==> src/rtl/gpr_wport_arb.sv <==
// gpr_wport_arb: arbitrates the single GPR write port between the WB stage and the md unit
// Ports:
//   i_clk, i_rst                   clock, async active-high reset
//   i_pipe_we/i_pipe_a3/i_pipe_wd  WB stage write request (priority, zero latency)
//   i_md_req/i_md_a3/i_md_wd       md unit result, held until o_md_ack
//   o_md_ack                       md result captured this cycle
//   o_pipe_stall                   freeze WB stage this cycle
//   o_gpr_we/o_gpr_a3/o_gpr_wd     to the GPR write port
//   o_md_pend/o_md_pend_a3         buffered md write outstanding, and its destination
//   o_force_cnt/o_waw_drop_cnt     perf counters, only with GPR_ARB_PERF_EN defined
module gpr_wport_arb #(
  parameter int MAX_WAIT = 4,
  parameter int AGE_W    = 4
) (
  input  logic        i_clk,
  input  logic        i_rst,
  input  logic        i_pipe_we,
  input  logic [4:0]  i_pipe_a3,
  input  logic [31:0] i_pipe_wd,
  input  logic        i_md_req,
  input  logic [4:0]  i_md_a3,
  input  logic [31:0] i_md_wd,
  output logic        o_md_ack,
  output logic        o_pipe_stall,
  output logic        o_gpr_we,
  output logic [4:0]  o_gpr_a3,
  output logic [31:0] o_gpr_wd,
  output logic        o_md_pend,
  output logic [4:0]  o_md_pend_a3
`ifdef GPR_ARB_PERF_EN
  ,
  output logic [31:0] o_force_cnt,
  output logic [31:0] o_waw_drop_cnt
`endif
);
  typedef enum logic [1:0] {IDLE, HOLD, FORCE} state_t;
  state_t             r_state, w_state_nxt;
  logic [AGE_W-1:0]   r_age, w_age_nxt;
  logic [4:0]         r_buf_a3;
  logic [31:0]        r_buf_wd;
  logic               w_pend, w_pipe_wr, w_pipe_any, w_waw;
  assign w_pend     = r_state != IDLE;
  assign w_pipe_any = i_pipe_we && i_pipe_a3 != 5'd0;
  assign w_pipe_wr  = !o_pipe_stall && w_pipe_any;
  assign w_waw      = r_state == HOLD && w_pipe_any && i_pipe_a3 == r_buf_a3;
  // Outputs are forced low while reset is held so nothing reaches the GPR file.
  assign o_md_ack     = !i_rst && i_md_req && r_state == IDLE;
  assign o_pipe_stall = r_state == FORCE;
  assign o_gpr_we     = !i_rst && (w_pipe_wr || (w_pend && r_buf_a3 != 5'd0));
  assign o_gpr_a3     = i_rst ? 5'd0 : w_pipe_wr ? i_pipe_a3 : w_pend ? r_buf_a3 : 5'd0;
  assign o_gpr_wd     = i_rst ? 32'd0 : w_pipe_wr ? i_pipe_wd : w_pend ? r_buf_wd : 32'd0;
  assign o_md_pend    = w_pend;
  assign o_md_pend_a3 = w_pend ? r_buf_a3 : 5'd0;
  always_comb begin
    w_state_nxt = r_state;
    w_age_nxt   = '0;
    case (r_state)
      IDLE:  w_state_nxt = o_md_ack ? HOLD : IDLE;
      HOLD: begin
        if (!w_pipe_any || w_waw) begin
          w_state_nxt = IDLE;
        end else begin
          // Blocked by a younger pipe write to another register: age it.
          w_age_nxt   = r_age + AGE_W'(1);
          w_state_nxt = w_age_nxt == AGE_W'(MAX_WAIT) ? FORCE : HOLD;
        end
      end
      default: w_state_nxt = IDLE;
    endcase
  end
  always_ff @(posedge i_clk or posedge i_rst) begin
    if (i_rst) begin
      r_state  <= IDLE;
      r_age    <= '0;
      r_buf_a3 <= '0;
      r_buf_wd <= '0;
    end else begin
      r_state <= w_state_nxt;
      r_age   <= w_age_nxt;
      if (o_md_ack) begin
        r_buf_a3 <= i_md_a3;
        r_buf_wd <= i_md_wd;
      end
    end
  end
`ifdef GPR_ARB_PERF_EN
  always_ff @(posedge i_clk or posedge i_rst) begin
    if (i_rst) begin
      o_force_cnt    <= '0;
      o_waw_drop_cnt <= '0;
    end else begin
      if (o_pipe_stall && o_force_cnt != '1) o_force_cnt <= o_force_cnt + 32'd1;
      if (w_waw && o_waw_drop_cnt != '1) o_waw_drop_cnt <= o_waw_drop_cnt + 32'd1;
    end
  end
`endif
endmodule
==> config.mk <==
export PLATFORM = sky130hd
export DESIGN_NAME = gpr_wport_arb
export DESIGN_NICKNAME = d
export VERILOG_FILES = /design/src/rtl/gpr_wport_arb.sv
export SDC_FILE = /design/constraint.sdc
export NUM_CORES = 1
export LEC_CHECK = 0
export CORE_MARGIN = 2
export CORE_UTILIZATION = 45
export CTS_BUF_LIST = sky130_fd_sc_hd__clkbuf_2
export DETAILED_ROUTE_END_ITERATION = 12
export PLACE_DENSITY = 0.95
export SETUP_SLACK_MARGIN = 0.2
export SLEW_MARGIN = 25
export SYNTH_ARGS = -nofsm -noshare
export SYNTH_HDL_FRONTEND = slang
export SYNTH_SLANG_ARGS = --single-unit
==> constraint.sdc <==
create_clock -name i_clk -period 3.05 [get_ports i_clk]
set_clock_uncertainty 0.2 [all_clocks]
set_input_delay 0.305 -clock i_clk [delete_from_list [all_inputs] [get_ports i_clk]]
set_output_delay 0.305 -clock i_clk [all_outputs]
set_load 0.005 [all_outputs]
* After elaboration in Yosys (flattened, before gate mapping) *
Cells that the tools add are included.

storage, ports and cells
  flip-flop bits (word level) = 43
  output and inout bits = 46
  logic and storage cells = 38

cells by class
  $add $sub $neg = 1
  reductions and logical operators = 17
  equality and inequality tests = 4
  muxes and demuxes = 12

operator list
  cell                   count
  $mux W32               3
  $mux W5                3
  $reduce_bool A5 Y1     2
  $logic_and A1 B1 Y1    8
  $mux W4                2
  $eq A5 B5 Y1           1
  $add A4 B1 Y4 const B  1
  $eq A4 B3 Y1 const B   1
  $mux W2                2
  $pmux W2 S2            1
  $logic_not A1 Y1       3
  $eq A2 B1 Y1 const B   1
  $eq A2 B2 Y1 const B   1
  $logic_not A2 Y1       1
  $logic_or A1 B1 Y1     2
  $reduce_bool A2 Y1     1
  $mux W1                1

* Longest topological paths before layout *
  depth in word-level cells = 7
  gate-level depth with buffers = 6
  depth with buffers taken out = 5

* Least setup slack after synthesis *
No wires, ideal clock.

  path type = input-to-output
  start = in i_pipe_a3[1]
  end = out o_gpr_wd[2]
  stages on the path = 5
  arrival = 1.558 ns
  path slack = 0.987 ns
  cell sequence = or4_4 o211ai_4 buf_6 nand3_1 a21oi_1

between the ends
  longest elaborated chain between the ends = 5

ends and longest elaborated chain
  item                    line  text
  from (decl)             18    input logic [4:0] i_pipe_a3,
  $reduce_bool A5 Y1      43    assign w_pipe_any = i_pipe_we && i_pipe_a3 != 5'd0;
  $logic_and A1 B1 Y1     43
  $logic_and A1 B1 Y1     44    assign w_pipe_wr = !o_pipe_stall && w_pipe_any;
  $mux W32 (2 in series)  51    assign o_gpr_wd = i_rst ? 32'd0 : w_pipe_wr ? i_pipe_wd : w_pend ? r_buf_wd : 32'd0;
  to (decl)               27    output logic [31:0] o_gpr_wd,

No other way between the ends.

* Worst setup path after layout *
  start = in i_pipe_a3[1]
  end = out o_gpr_wd[8]

Same word-level chain as after synthesis.

==> results by group <==
Outcome
  • Status: complete, no violations

GRT
  • First-pass GRT wire length: 11500 um
  • Number of global-route vias before repair: 2451
  • Initial antenna violation count: 0
  • Largest net degree at the start of global routing: 44
  • GRT Residual Overflow: 0
  • GRT Util Overall: 23.3%

Setup path
  • Critical-path top delay cell: or4_4
  • Reg2Reg Setup Slack: 1.03 ns
  • Worst flop-to-flop path endpoint: r_buf_wd[4]
  • Critical Path Fanout Max: 19
  • Slowest stage delay, CP: 0.59 ns
  • RR Startpoint: r_state[0]
  • Critical Path Sink Type: output pin
  • Critical Path RT: 2.54 ns
  • Reg2reg path depth: 4
  • Arrival time worst endpoint: 2.31 ns
  • Nature of the critical path startpoint: primary input
  • Crit Path Class: primary input to output pin
  • Worst path cell trace: clkdlybuf4s50_1, or4_4, o211ai_4, buf_12, nand3_1, a21oi_1, dlygate4sd2_1

Place
  • RePlAce Congestion: 0.809
  • Placed insts: 441
  • Port bufs: 123
  • Dpl hpwl: 5340 um

Clocking
  • Worst-Skew Late Latency: 0.37 ns
  • Worst-path clk slew: 0.20 ns
  • TritonCTS clock tree: done
  • CTS buffer count: 5
  • Root Driver: clkbuf_2
  • Bufs on Longest Clock Path: 2
  • Number of H-tree levels: 2
  • Total clock sinks: 43

Route
  • Final WL: 7210 um
  • 1st-iter DRT viols: 156
  • ANT nets after route: 0
  • Average wire per standard cell: 16.1 um
  • Pre-antenna DRT Iters: 4
  • # DRC: 0
  • Via density: 5.42
  • Vias: 2423

Logic synthesis
  • Synth warn: 0
  • Async SR Flop Fraction: 100%
  • Main synth FF type: dfrtp_1
  • Synth unique cells: 30
  • Post-Syn Area per Cell: 9.72 sq um
  • Yosys top cell area share: 43.6%
  • Total nets after synthesis: 334
  • Post-synth design cell area: 0.00247 sq mm
  • Yosys reg bits: 43
  • Number of enable flip-flop cells after synthesis: 0
  • Sequential fraction of the synthesis area: 43.6%
  • Mapped Cells: 254
  • Synth area leaders: dfrtp_1 (44%), mux2_2 (17%), nand3_1 (7.7%)
  • Top cell type by total area after synthesis: dfrtp_1

Layout
  • Ant diodes: 0
  • Layout Cells excl Fill: 447
  • Core Util, Final: 73.0%
  • Synth-to-layout area growth: 53.8%
  • Number of nets in the layout: 458
  • Layout cells sized above 1: 18.0%

Timing
  • Hold Fails Final Rpt: 0
  • Worst slew pin tran: 0.880 ns
  • Max transition margin: 41.3%
  • Final number of setup-violating endpoints: 0
  • Setup_tns: 0 ns
  • Minimum clock period: 2.81 ns
  • Slew Limit Fails: 0
  • RSZ-0062 raised after global routing: yes
  • Max Clock Freq: 355 MHz
  • Fin crit share: 92.3%

Min path
  • Hold Path Origin: i_md_wd[9]
  • Worst hold endpoint: r_buf_wd[9]
  • Worst hold path depth: 2
  • Min-Delay Path Class: primary input to flop

Job
  • Max-Cap Viols: 0

Die
  • Rows: 26
  • Die Span Y: 78.1 um
  • # IOs: 124
  • Area of the core: 0.00520 sq mm
  • Die ar.: 0.00609 sq mm
  • Chip width: 78.1 um
  • Starting Density: 47.4%

Pwr
  • Pwr dens: 400 mW/mm^2
  • Final Total Pwr: 1.52 mW
  • IR drop worst, VDD: 204 uV
  • Leak pwr: 1.66 nW
==> where the power goes <==
part	internal, mW	switching, mW	total, mW
logic	0.325	0.211	0.536
clock network	0.0519	0.163	0.215
registers	0.686	0.0829	0.769
total	1.06	0.457	1.52
==> cell families after synthesis <==
kind of cell | count (synthesis) | share of synthesized area [%]
AND/OR/NAND/NOR | 97 | 18.8
AO/OA/AOI/OAI | 43 | 10.3
flip-flops | 43 | 43.6
multiplexers | 37 | 16.9
buffers and inverters | 24 | 6.59
XOR/XNOR | 8 | 2.84
adder cells (fa/ha/maj) | 2 | 1.01
==> flip-flops by register name, summed over array words and instances (netlist names) <==
signal and cells:
r_buf_wd 32, r_age 4, r_buf_a3 5, r_state 2
==> per-layer routing <==
layer  part of all wire (%)  track usage, %  vias up
li1                       -               -     1131
met4                    1.7            7.02        0
met1                     41            29.5     1167
met3                    6.6            4.25       18
met2                     51            40.8      107
met5                      0               0        -
==> Yosys cell counts, types with 2 or more instances <==
| library cell | count |
|---|---|
| nor2_1 | 6 |
| buf_2 | 4 |
| xnor2_1 | 6 |
| nor3_1 | 2 |
| a21oi_1 | 36 |
| buf_6 | 7 |
| mux2_2 | 37 |
| clkbuf_1 | 5 |
| nand3_1 | 38 |
| buf_4 | 4 |
| and2_1 | 5 |
| dfrtp_1 | 43 |
| nand2_1 | 39 |
| xor2_1 | 2 |
| inv_1 | 4 |
| ha_1 | 2 |
==> worst max-delay path by stage <==
stage / from / end / slack (ns) / depth (start not counted)
after global routing: i_pipe_a3[1] / o_gpr_we / 0.17 / 6
after global placement: i_pipe_a3[1] / o_gpr_wd[0] / -0.02 / 7
after floorplan: i_pipe_a3[1] / o_gpr_wd[2] / 0.99 / 5
after CTS: i_pipe_a3[2] / o_gpr_we / 0.23 / 6
after detailed placement: i_pipe_a3[1] / o_gpr_wd[0] / -0.03 / 7
final: i_pipe_a3[1] / o_gpr_wd[8] / 0.24 / 7
==> cell type report <==
| type | count | area, sq um |
|---|---|---|
| Inverter | 4 | 15.0 |
| Clock buffer | 6 | 30.0 |
| Multi-Input combinational cell | 187 | 1260 |
| Timing Repair Buffer | 137 | 1330 |
| Sequential cell | 43 | 1080 |
| Tap cell | 70 | 87.6 |
| Fill cell | 387 | 1410 |
==> cells in the final DEF (no fill, tap or decap), types with 2 or more instances in the layout <==
cell	netlist	final
clkdlybuf4s50_1	0	86
dfrtp_1	43	43
nand2_1	39	39
nand3_1	38	38
mux2_2	37	37
dlygate4sd2_1	0	37
a21oi_1	36	33
buf_4	4	11
xnor2_1	6	6
nor2_1	6	6
clkbuf_2	0	6
and2_1	5	5
a21oi_2	1	4
inv_1	4	3
buf_12	0	3
xor2_1	2	2
ha_1	2	2
==> metrics by stage <==
step	worst slack, ns	hold slack [ns]	cell area (sq um)
2_1_floorplan	0.987	0.257	2470
3_3_place_gp	-0.0237	0.289	3790
5_1_grt	0.169	0.289	3800
6_report	0.236	0.316	3800
3_5_place_dp	-0.0279	0.296	3790
4_1_cts	0.229	0.305	3790
==> critical path: cells and delay by family <==
| family | cells | cell delay (ns) |
|---|---|---|
| simple gates | 2 | 0.67 |
| compound gates | 2 | 0.43 |
| buf+inv | 3 | 0.91 |
==> timing repair <==
action                                  CTS  global route
setup buffers                             0             0
resized for setup                        41             1
hold buffers                              0             0
endpoints found under the setup margin   38             9
(Power assumes the default switching activity.)
